<file path="config.mk">
export PLATFORM = sky130hd
export DESIGN_NAME = muldiv
export DESIGN_NICKNAME = d
export VERILOG_FILES = /design/src/rtl/muldiv.sv
export SDC_FILE = /design/constraint.sdc
export NUM_CORES = 1
export LEC_CHECK = 0
export BUFFER_PORTS_ARGS = -buffer_cell sky130_fd_sc_hd__buf_4
export CAP_MARGIN = 20
export CORE_MARGIN = 5
export CORE_UTILIZATION = 38
export CTS_BUF_LIST = sky130_fd_sc_hd__clkbuf_16
export DETAILED_ROUTE_END_ITERATION = 8
export PLACE_DENSITY = 0.56
export SLEW_MARGIN = 20
export SYNTH_ARGS = -nofsm -noshare
export SYNTH_HDL_FRONTEND = slang
export SYNTH_HIERARCHICAL = 1
export SYNTH_SLANG_ARGS = --single-unit
</file>
<file path="constraint.sdc">
create_clock -name clk -period 3.7 [get_ports clk]
set_input_delay 0.185 -clock clk [delete_from_list [all_inputs] [get_ports clk]]
set_output_delay 0.185 -clock clk [all_outputs]
set_load 0.02 [all_outputs]
</file>
<file path="src/rtl/muldiv.sv">
// Iterative MIPS multiply/divide unit with HI/LO; the divider is present only when MULDIV_DIV_EN is defined.
// Latency is 34 cycles from start to done; busy covers the whole operation and start/MTHI/MTLO are ignored while busy.
module muldiv #(
    parameter int WIDTH = 32
) (
    input  logic             clk,
    input  logic             rst_n,
    input  logic             start,
    input  logic [1:0]       op,
    input  logic [WIDTH-1:0] sr,
    input  logic [WIDTH-1:0] tg,
    input  logic             hi_we,
    input  logic             lo_we,
    input  logic [WIDTH-1:0] wdata,
    output logic             busy,
    output logic             done,
    output logic [WIDTH-1:0] hi,
    output logic [WIDTH-1:0] lo
);
    localparam int CW = $clog2(WIDTH);

    typedef enum logic [1:0] {IDLE, PREP, RUN, FIX} state_t;

    state_t             state_q, state_d;
    logic [1:0]         op_q, op_d;
    logic [WIDTH-1:0]   sr_q, sr_d, tg_q, tg_d;
    logic [WIDTH-1:0]   mcand_q, mcand_d;
    logic [WIDTH-1:0]   acc_hi_q, acc_hi_d, acc_lo_q, acc_lo_d;
    logic [WIDTH-1:0]   hi_q, hi_d, lo_q, lo_d;
    logic [CW-1:0]      cnt_q, cnt_d;
    logic               neg_q, neg_d, done_q, done_d;

    logic               signed_op;
    logic [WIDTH-1:0]   sr_abs, tg_abs;
    logic [WIDTH-1:0]   add_a, add_b, add_res;
    logic               add_cin, add_cf;
    logic [WIDTH-1:0]   mul_sum;
    logic               mul_c;
    logic [2*WIDTH-1:0] prod;

    assign signed_op = ~op_q[0];
    assign sr_abs    = (signed_op && sr_q[WIDTH-1]) ? -sr_q : sr_q;
    assign tg_abs    = (signed_op && tg_q[WIDTH-1]) ? -tg_q : tg_q;

`ifdef MULDIV_DIV_EN
    logic [WIDTH-1:0] rem_sh;
    logic             div_ok;

    // Shifted partial remainder is 33 bits wide; a set top bit means the trial subtract cannot borrow.
    assign rem_sh  = {acc_hi_q[WIDTH-2:0], acc_lo_q[WIDTH-1]};
    assign div_ok  = add_cf | acc_hi_q[WIDTH-1];
    assign add_a   = op_q[1] ? rem_sh : acc_hi_q;
    assign add_b   = op_q[1] ? ~mcand_q : mcand_q;
    assign add_cin = op_q[1];
`else
    assign add_a   = acc_hi_q;
    assign add_b   = mcand_q;
    assign add_cin = 1'b0;
`endif

    Add u_add (
        .a   (add_a),
        .b   (add_b),
        .cin (add_cin),
        .res (add_res),
        .CF  (add_cf)
    );

    assign mul_sum = acc_lo_q[0] ? add_res : acc_hi_q;
    assign mul_c   = acc_lo_q[0] & add_cf;

    always_comb begin
        state_d  = state_q;
        op_d     = op_q;
        sr_d     = sr_q;
        tg_d     = tg_q;
        mcand_d  = mcand_q;
        acc_hi_d = acc_hi_q;
        acc_lo_d = acc_lo_q;
        hi_d     = hi_q;
        lo_d     = lo_q;
        cnt_d    = cnt_q;
        neg_d    = neg_q;
        done_d   = 1'b0;
        prod     = '0;
        unique case (state_q)
            IDLE: begin
                if (start) begin
                    op_d = op;
                    sr_d = sr;
                    tg_d = tg;
`ifdef MULDIV_DIV_EN
                    state_d = PREP;
`else
                    state_d = op[1] ? FIX : PREP;
`endif
                end else begin
                    if (hi_we) hi_d = wdata;
                    if (lo_we) lo_d = wdata;
                end
            end
            PREP: begin
                neg_d    = signed_op & (sr_q[WIDTH-1] ^ tg_q[WIDTH-1]);
                acc_hi_d = '0;
                cnt_d    = '0;
                mcand_d  = sr_abs;
                acc_lo_d = tg_abs;
`ifdef MULDIV_DIV_EN
                if (op_q[1]) begin
                    mcand_d  = tg_abs;
                    acc_lo_d = sr_abs;
                end
`endif
                state_d = RUN;
            end
            RUN: begin
                cnt_d    = cnt_q + CW'(1);
                acc_hi_d = {mul_c, mul_sum[WIDTH-1:1]};
                acc_lo_d = {mul_sum[0], acc_lo_q[WIDTH-1:1]};
`ifdef MULDIV_DIV_EN
                if (op_q[1]) begin
                    acc_hi_d = div_ok ? add_res : rem_sh;
                    acc_lo_d = {acc_lo_q[WIDTH-2:0], div_ok};
                end
`endif
                if (cnt_q == CW'(WIDTH-1)) state_d = FIX;
            end
            FIX: begin
                state_d = IDLE;
                done_d  = 1'b1;
                prod    = {acc_hi_q, acc_lo_q};
                if (neg_q) prod = -prod;
                if (!op_q[1]) begin
                    hi_d = prod[2*WIDTH-1:WIDTH];
                    lo_d = prod[WIDTH-1:0];
                end
`ifdef MULDIV_DIV_EN
                else if (tg_q == '0) begin
                    lo_d = '1;
                    hi_d = sr_q;
                end else begin
                    lo_d = neg_q ? -acc_lo_q : acc_lo_q;
                    hi_d = (signed_op && sr_q[WIDTH-1]) ? -acc_hi_q : acc_hi_q;
                end
`endif
            end
            default: state_d = IDLE;
        endcase
    end

    always_ff @(posedge clk) begin
        if (!rst_n) begin
            state_q  <= IDLE;
            op_q     <= '0;
            sr_q     <= '0;
            tg_q     <= '0;
            mcand_q  <= '0;
            acc_hi_q <= '0;
            acc_lo_q <= '0;
            hi_q     <= '0;
            lo_q     <= '0;
            cnt_q    <= '0;
            neg_q    <= 1'b0;
            done_q   <= 1'b0;
        end else begin
            state_q  <= state_d;
            op_q     <= op_d;
            sr_q     <= sr_d;
            tg_q     <= tg_d;
            mcand_q  <= mcand_d;
            acc_hi_q <= acc_hi_d;
            acc_lo_q <= acc_lo_d;
            hi_q     <= hi_d;
            lo_q     <= lo_d;
            cnt_q    <= cnt_d;
            neg_q    <= neg_d;
            done_q   <= done_d;
        end
    end

    assign busy = (state_q != IDLE);
    assign done = done_q;
    assign hi   = hi_q;
    assign lo   = lo_q;
endmodule

// 32-bit adder with carry-in and carry-out, shared by the multiply and divide iterations.
module Add (
    input  logic [31:0] a,
    input  logic [31:0] b,
    input  logic        cin,
    output logic [31:0] res,
    output logic        CF
);
    assign {CF, res} = {1'b0, a} + {1'b0, b} + {32'd0, cin};
endmodule
</file>
==> results of run 1 <==
per-stage QoR:
step	instance area, µm²	utilization [%]	hold WS [ps]	power [W]
6_report	17700	47.4	14.5	0.0137
5_1_grt	17700	47.4	28.5	0.0145
4_1_cts	17700	47.4	0.823	0.0137
3_5_place_dp	16000	42.9	443	0.0109
3_3_place_gp	16000	42.9	436	0.0108
2_1_floorplan	14300	-	321	0.00847
cells in the final DEF, fill, tap and decap left out, drive strengths merged, types with 5 or more instances in the layout:
master,count
a211oi,27
a21o,18
a21oi,222
a22o,8
a311oi,7
a31o,5
a31oi,10
a32o,5
and2,8
and3,19
buf,208
clkbuf,28
clkinv,15
dfxtp,235
dlygate4sd3,78
ha,40
inv,65
mux2i,50
nand2,279
nand2b,8
nand3,41
nand4,27
nor2,205
nor2b,5
nor3,31
nor4,23
o211ai,42
o21a,5
o21ai,111
o21bai,6
o311ai,5
o31ai,31
o41ai,14
or3,24
or4,15
xnor2,73
xor2,51
layout make-up:
cell class	instances	area, µm²
fillers	3706	19700
multi-input cells	1470	8880
flip-flops and latches	235	4710
repair buffers	286	2340
clock buffers	28	701
well taps	511	639
inverters	64	243
clock inverters	22	199
worst min-delay path, stage by stage:
cell    delay [ps]
buf_4           80
nor2_1          70
nor2_1         110
a22o_1         120
report_power, final:
part / internal [W] / leakage, nW / switching, W / total, W
Clock: 0.00158 / 0.446 / 0.00115 / 0.00274
Sequential: 0.00319 / 1.92 / 0.000700 / 0.00389
Combinational: 0.00245 / 4.65 / 0.00460 / 0.00705
registers in the layout, indices dropped and copies added, names as in the netlist:
name      flops
op_q          2
neg_q         1
acc_lo_q     32
state_q       2
done          1
cnt_q         5
add_b        32
acc_hi_q     32
hi           32
sr_q         32
lo           32
tg_q         32
metal layers:
metal	vias up	part of all wire (%)	track usage, %
li1	7133	-	-
met1	6733	49	33.6
met2	457	42	33.7
met3	58	6.2	2.95
met4	0	2.3	5.23
met5	-	0	0
worst paths after layout:
check | start | endpoint | slack, ps | cells after the start
max | acc_hi_q[0] | acc_hi_q[19] | 330 | 13
min | wdata[3] | hi[3] | 10 | 4
max reg2reg | acc_hi_q[0] | acc_hi_q[19] | 330 | 13
min reg2reg | lo[3] | lo[3] | 460 | 2
what timing repair did:
item                                    in CTS  in global routing
hold buffers                                78                  0
hold endpoints to repair                    82                  0
buffers inserted                             0                  0
endpoints found under the setup margin       0                  0
logic make-up after synthesis:
logic type | Yosys count
AND/OR/NAND/NOR | 702
AO/OA/AOI/OAI | 551
XOR/XNOR | 124
multiplexers | 50
buffers and inverters | 182
other | 1
flip-flops | 235
adder cells (fa/ha/maj) | 42
==> run metrics, run 1 <==
Synth Area in Compound Gates=24.4%; Most used DFF post-synth=dfxtp_1; Post-Synth Simple-Gate Area=22.7%; Arr. time, crit path=3790 ps; min Tclk post-route=3370 ps; Post-synth EDFFs=0; ys async rst share=0%; DRC viols=0; Resize count post-CTS=0; Warnings, synthesis=6; Synth Net Count=2032; post-synthesis mux area share=3.50%; CTS H-tree lvls=1; area share of the largest cell type after synthesis=32.9%; Adder-Cell Fraction of Synth Area=3.78%; Setup CP Type=reg2reg; fraction of layout cells with a size suffix above 1=14.0%; Post-Syn Area=14300 µm²; final slew viol count=0; Reg clk slew, reported paths=70 ps; CP required=4120 ps; CORE AREA=37400 µm²; final instance count without filler cells=2616; sequential area share after synthesis=32.9%; unrepaired setup endpoints after global routing=no; via count of the first global-routing pass=13059; Placed Instances=2488; Worst path top cell family by delay=compound AO/OA/AOI/OAI gates; Detailed Routing Iterations Pass 1=5; status=complete, no violations; Die X=204 µm; Slew headroom=32.1%; site row count=71; pwr/cell area=773 nW/µm²; Static Leak=7.02 nW; CTS tree=done; Worst setup EP type=flip-flop; post-route setup slack=334 ps; Setup Skew=26.8 ps; CTS root buffer=clkbuf_16; Post-Synth XOR/XNOR Area=7.60%; CP Max Fanout=9; grt total ovfl=0; 1st-iter DRT viols=1128; Routed WL=48.5 mm; Syn Area/Cell=7.57 µm²; Starting Density=38.2%; fin crit share=91.0%; Worst-Skew Late Latency=570 ps; GRT Overall Usage=22.2%; vias per std cell=5.50; antenna diode count=0; slowest CP cell=fa_1; antenna violations before repair=0; Ports=169; CP bufs+invs=0; die height=204 µm; CP Cell Sequence=fa_1 > fa_1 > a21oi_1 > o32ai_1 > o211ai_2 > a2111oi_2 > o21bai_1 > nor4bb_1 > nor3b_1 > mux2i_1 > nor2_1 > a21oi_1 > nor2_1; Final Hold Vio Count=0; setup tns final=0 ps; largest family of logic cells by synthesized area=compound AO/OA/AOI/OAI gates; maximum VDD drop=0.555 mV; highest clock rate=297 MHz; Slew @ Worst Pin=1010 ps; gate count of the mapped netlist=1887; Area growth, synth to finish=24.0%; DP Wirelength=36.3 mm; Final nets=2230; first-pass GRT wire length=75.1 mm; ANT nets after route=0; Synth area leader=dfxtp_1; Port-buffer cells=168; Place WS=389 ps; Setup violations, final=0; gpl congestion=0.934; Routed WL per cell=18.5 µm; Worst Hold Class=in2reg; routed via count=14381; die area=41600 µm²; top-count cell post-synth=nand2_1; Longest Clk Path Bufs=3; CTS sink count=235; Post-synth top cells=nand2_1 (277), dfxtp_1 (235), a21oi_1 (221), nor2_1 (205), o21ai_0 (101); maxcap violations=0; CTS Buf Count=28; CP Launch Type=flip-flop; crit-path max cell delay=500 ps; Yosys reg bits=235; largest net degree at the start of global routing=74; top cells by area, synth=dfxtp_1 (33%), a21oi_1 (7.7%), nand2_1 (7.3%); Netlist cell types=90
Power figures use the tool's default switching activity.
==> inputs of run 2 (changes only) <==
Settings changed: CTS_BUF_LIST sky130_fd_sc_hd__clkbuf_16 to sky130_fd_sc_hd__clkbuf_4.
==> run metrics, run 2 (synthesis results as in run 1) <==
grt total ovfl=0 (unchanged); unrepaired setup endpoints after global routing=no; Hold Slack=87.6 ps (+73.0 ps); CP endpoint=acc_hi_q[27]; reg-to-reg startpoint=acc_hi_q[0]; min Tclk post-route=3400 ps (+37.5 ps); DP Wirelength=36.3 mm (unchanged); Area growth, synth to finish=25.3%; cell count of the worst reg-to-reg path=13 (unchanged); antenna violations before repair=2 (+2); Worst-Skew Late Latency=730 ps (+160 ps); CTS root buffer=clkbuf_4; Static Leak=7.18 nW (+2.3%); Slew @ Worst Pin=1070 ps (+55.6 ps); first-pass GRT wire length=76.3 mm (+1.6%); vias per std cell=5.43 (-1.3%); GRT Overall Usage=22.7% (+0.50 points); maximum VDD drop=0.477 mV (-14%); gpl congestion=0.934 (unchanged); ANT nets after route=0 (unchanged); R2R Setup Slk=300 ps (-40 ps); CTS sink count=235 (unchanged); largest net degree at the start of global routing=74 (unchanged); CTS tree=done; CP required=4260 ps (+140 ps); Die X=204 µm (unchanged); Detailed Routing Iterations Pass 1=8 (+3); Final Hold Vio Count=0 (unchanged); fraction of layout cells with a size suffix above 1=16.4% (+2.4 points); setup tns final=0 ps (unchanged); maxcap violations=0 (unchanged); CP Launch Type=flip-flop; Ports=169 (unchanged); Reg clk slew, reported paths=70 ps (about the same); Resize count post-CTS=0 (unchanged); via count of the first global-routing pass=13624 (+4.3%); Slew headroom=28.4% (-3.7 points); final instance area=17900 µm² (+1.0%); most frequent cells in the layout=nand2_1 (276), dfxtp_1 (233), a21oi_1 (221); highest clock rate=294 MHz (-1.1%); 1st-iter DRT viols=1112 (-1.4%); Worst Hold Class=in2reg; reg2reg end=acc_hi_q[27]; worst setup path startpoint=acc_hi_q[0]; crit-path max cell delay=510 ps (about the same); slowest CP cell=fa_1; CTS Buf Count=68 (+140%); Setup CP Type=reg2reg; routed via count=14699 (+2.2%); Starting Density=38.2% (unchanged); CORE AREA=37400 µm² (unchanged); CP Max Fanout=9 (unchanged); area post-placement=16000 µm² (unchanged); CTS H-tree lvls=3 (+2); Worst setup EP type=flip-flop; Routed WL=49.3 mm (+1.7%); pwr/cell area=756 nW/µm² (-2.1%); Setup violations, final=0 (unchanged); fin crit share=92.0% (+1.0 points); DRC viols=0 (unchanged); Longest Clk Path Bufs=3 (unchanged); Routed WL per cell=18.2 µm (-1.7%); final core utilization=47.8% (+0.50 points); Arr. time, crit path=3970 ps (+180 ps); status=complete, no violations; Setup Skew=44.7 ps (+18.0 ps); Port-buffer cells=168 (unchanged); CP Cell Sequence=fa_1 > fa_1 > a21oi_1 > o32ai_1 > o211ai_2 > a21o_1 > o21ai_2 > a2111oi_0 > a311oi_1 > mux2i_1 > nor2_1 > a21oi_1 > nor2_1; commonest non-fill, non-tap cell in the layout=nand2_1; die height=204 µm (unchanged); site row count=71 (unchanged); Final nets=2290 (+2.7%); final slew viol count=0 (unchanged); die area=41600 µm² (unchanged)
-- run 2: cell types whose count changed in the layout (fill, tap and decap cells not counted), moves of 4 or more --
| cell | before | now |
|---|---|---|
| clkbuf_16 | 28 | 0 |
| clkbuf_4 | 0 | 98 |
| clkinv_1 | 10 | 18 |
| dlygate4sd3_1 | 78 | 98 |
| inv_1 | 61 | 57 |
-- run 2: critical path, delay by kind of cell, from the launching register on --
kind | cells | cell delay, ps
adders and majority gates | 2 | 920
and+or+nand+nor | 2 | 100
AOI/OAI and AO/OA | 8 | 1680
muxes | 1 | 140
DFF | 1 | 400
-- run 2: what timing repair did --
action	4_1_cts	5_1_grt
endpoints found under the hold margin	143	0
hold buffers	98	0
setup buffers	0	0
endpoints found under the setup margin	0	0
-- run 2: cell type report --
class | instances | area, µm²
flip-flops and latches | 235 | 4710
inverters | 64 | 243
clock inverters | 22 | 144
diodes | 2 | 5.00
clock buffers | 98 | 736
repair buffers | 306 | 2540
fillers | 3742 | 19500
multi-input cells | 1470 | 8880
well taps | 511 | 639
-- run 2: where the power goes --
group | internal (W) | switching (W) | leakage (nW) | total [W]
Clock | 0.00136 | 0.00119 | 0.521 | 0.00255
Sequential | 0.00319 | 0.000703 | 1.92 | 0.00389
Combinational | 0.00247 | 0.00462 | 4.73 | 0.00709
Total | 0.00702 | 0.00651 | 7.18 | 0.0135
-- run 2: through the flow --
stage / power, W / cells / setup slack (ps)
3_3_place_gp: 0.0108 / 2488 / 403
2_1_floorplan: 0.00847 / 1887 / 710
6_report: 0.0135 / 2708 / 296
3_5_place_dp: 0.0109 / 2488 / 389
5_1_grt: 0.0144 / 2708 / 46.7
4_1_cts: 0.0135 / 2706 / 341
-- run 2: per-layer routing --
metal  vias to the layer above  GRT usage [%]  wire [µm]
met5                         -              0          0
met4                         0           7.06       1230
li1                       7293              -          -
met2                       489           34.0      20900
met1                      6833           33.4      23900
met3                        84           4.03       3220
-- run 2: worst min-delay path by stage --
stage	start	endpoint	cells past startpoint
after detailed placement	sr[5]	sr_q[5]	3
after floorplan	op[1]	op_q[1]	2
after global placement	tg[3]	tg_q[3]	3
after global routing	start	tg_q[10]	5
after CTS	start	tg_q[4]	5
final	start	tg_q[6]	5
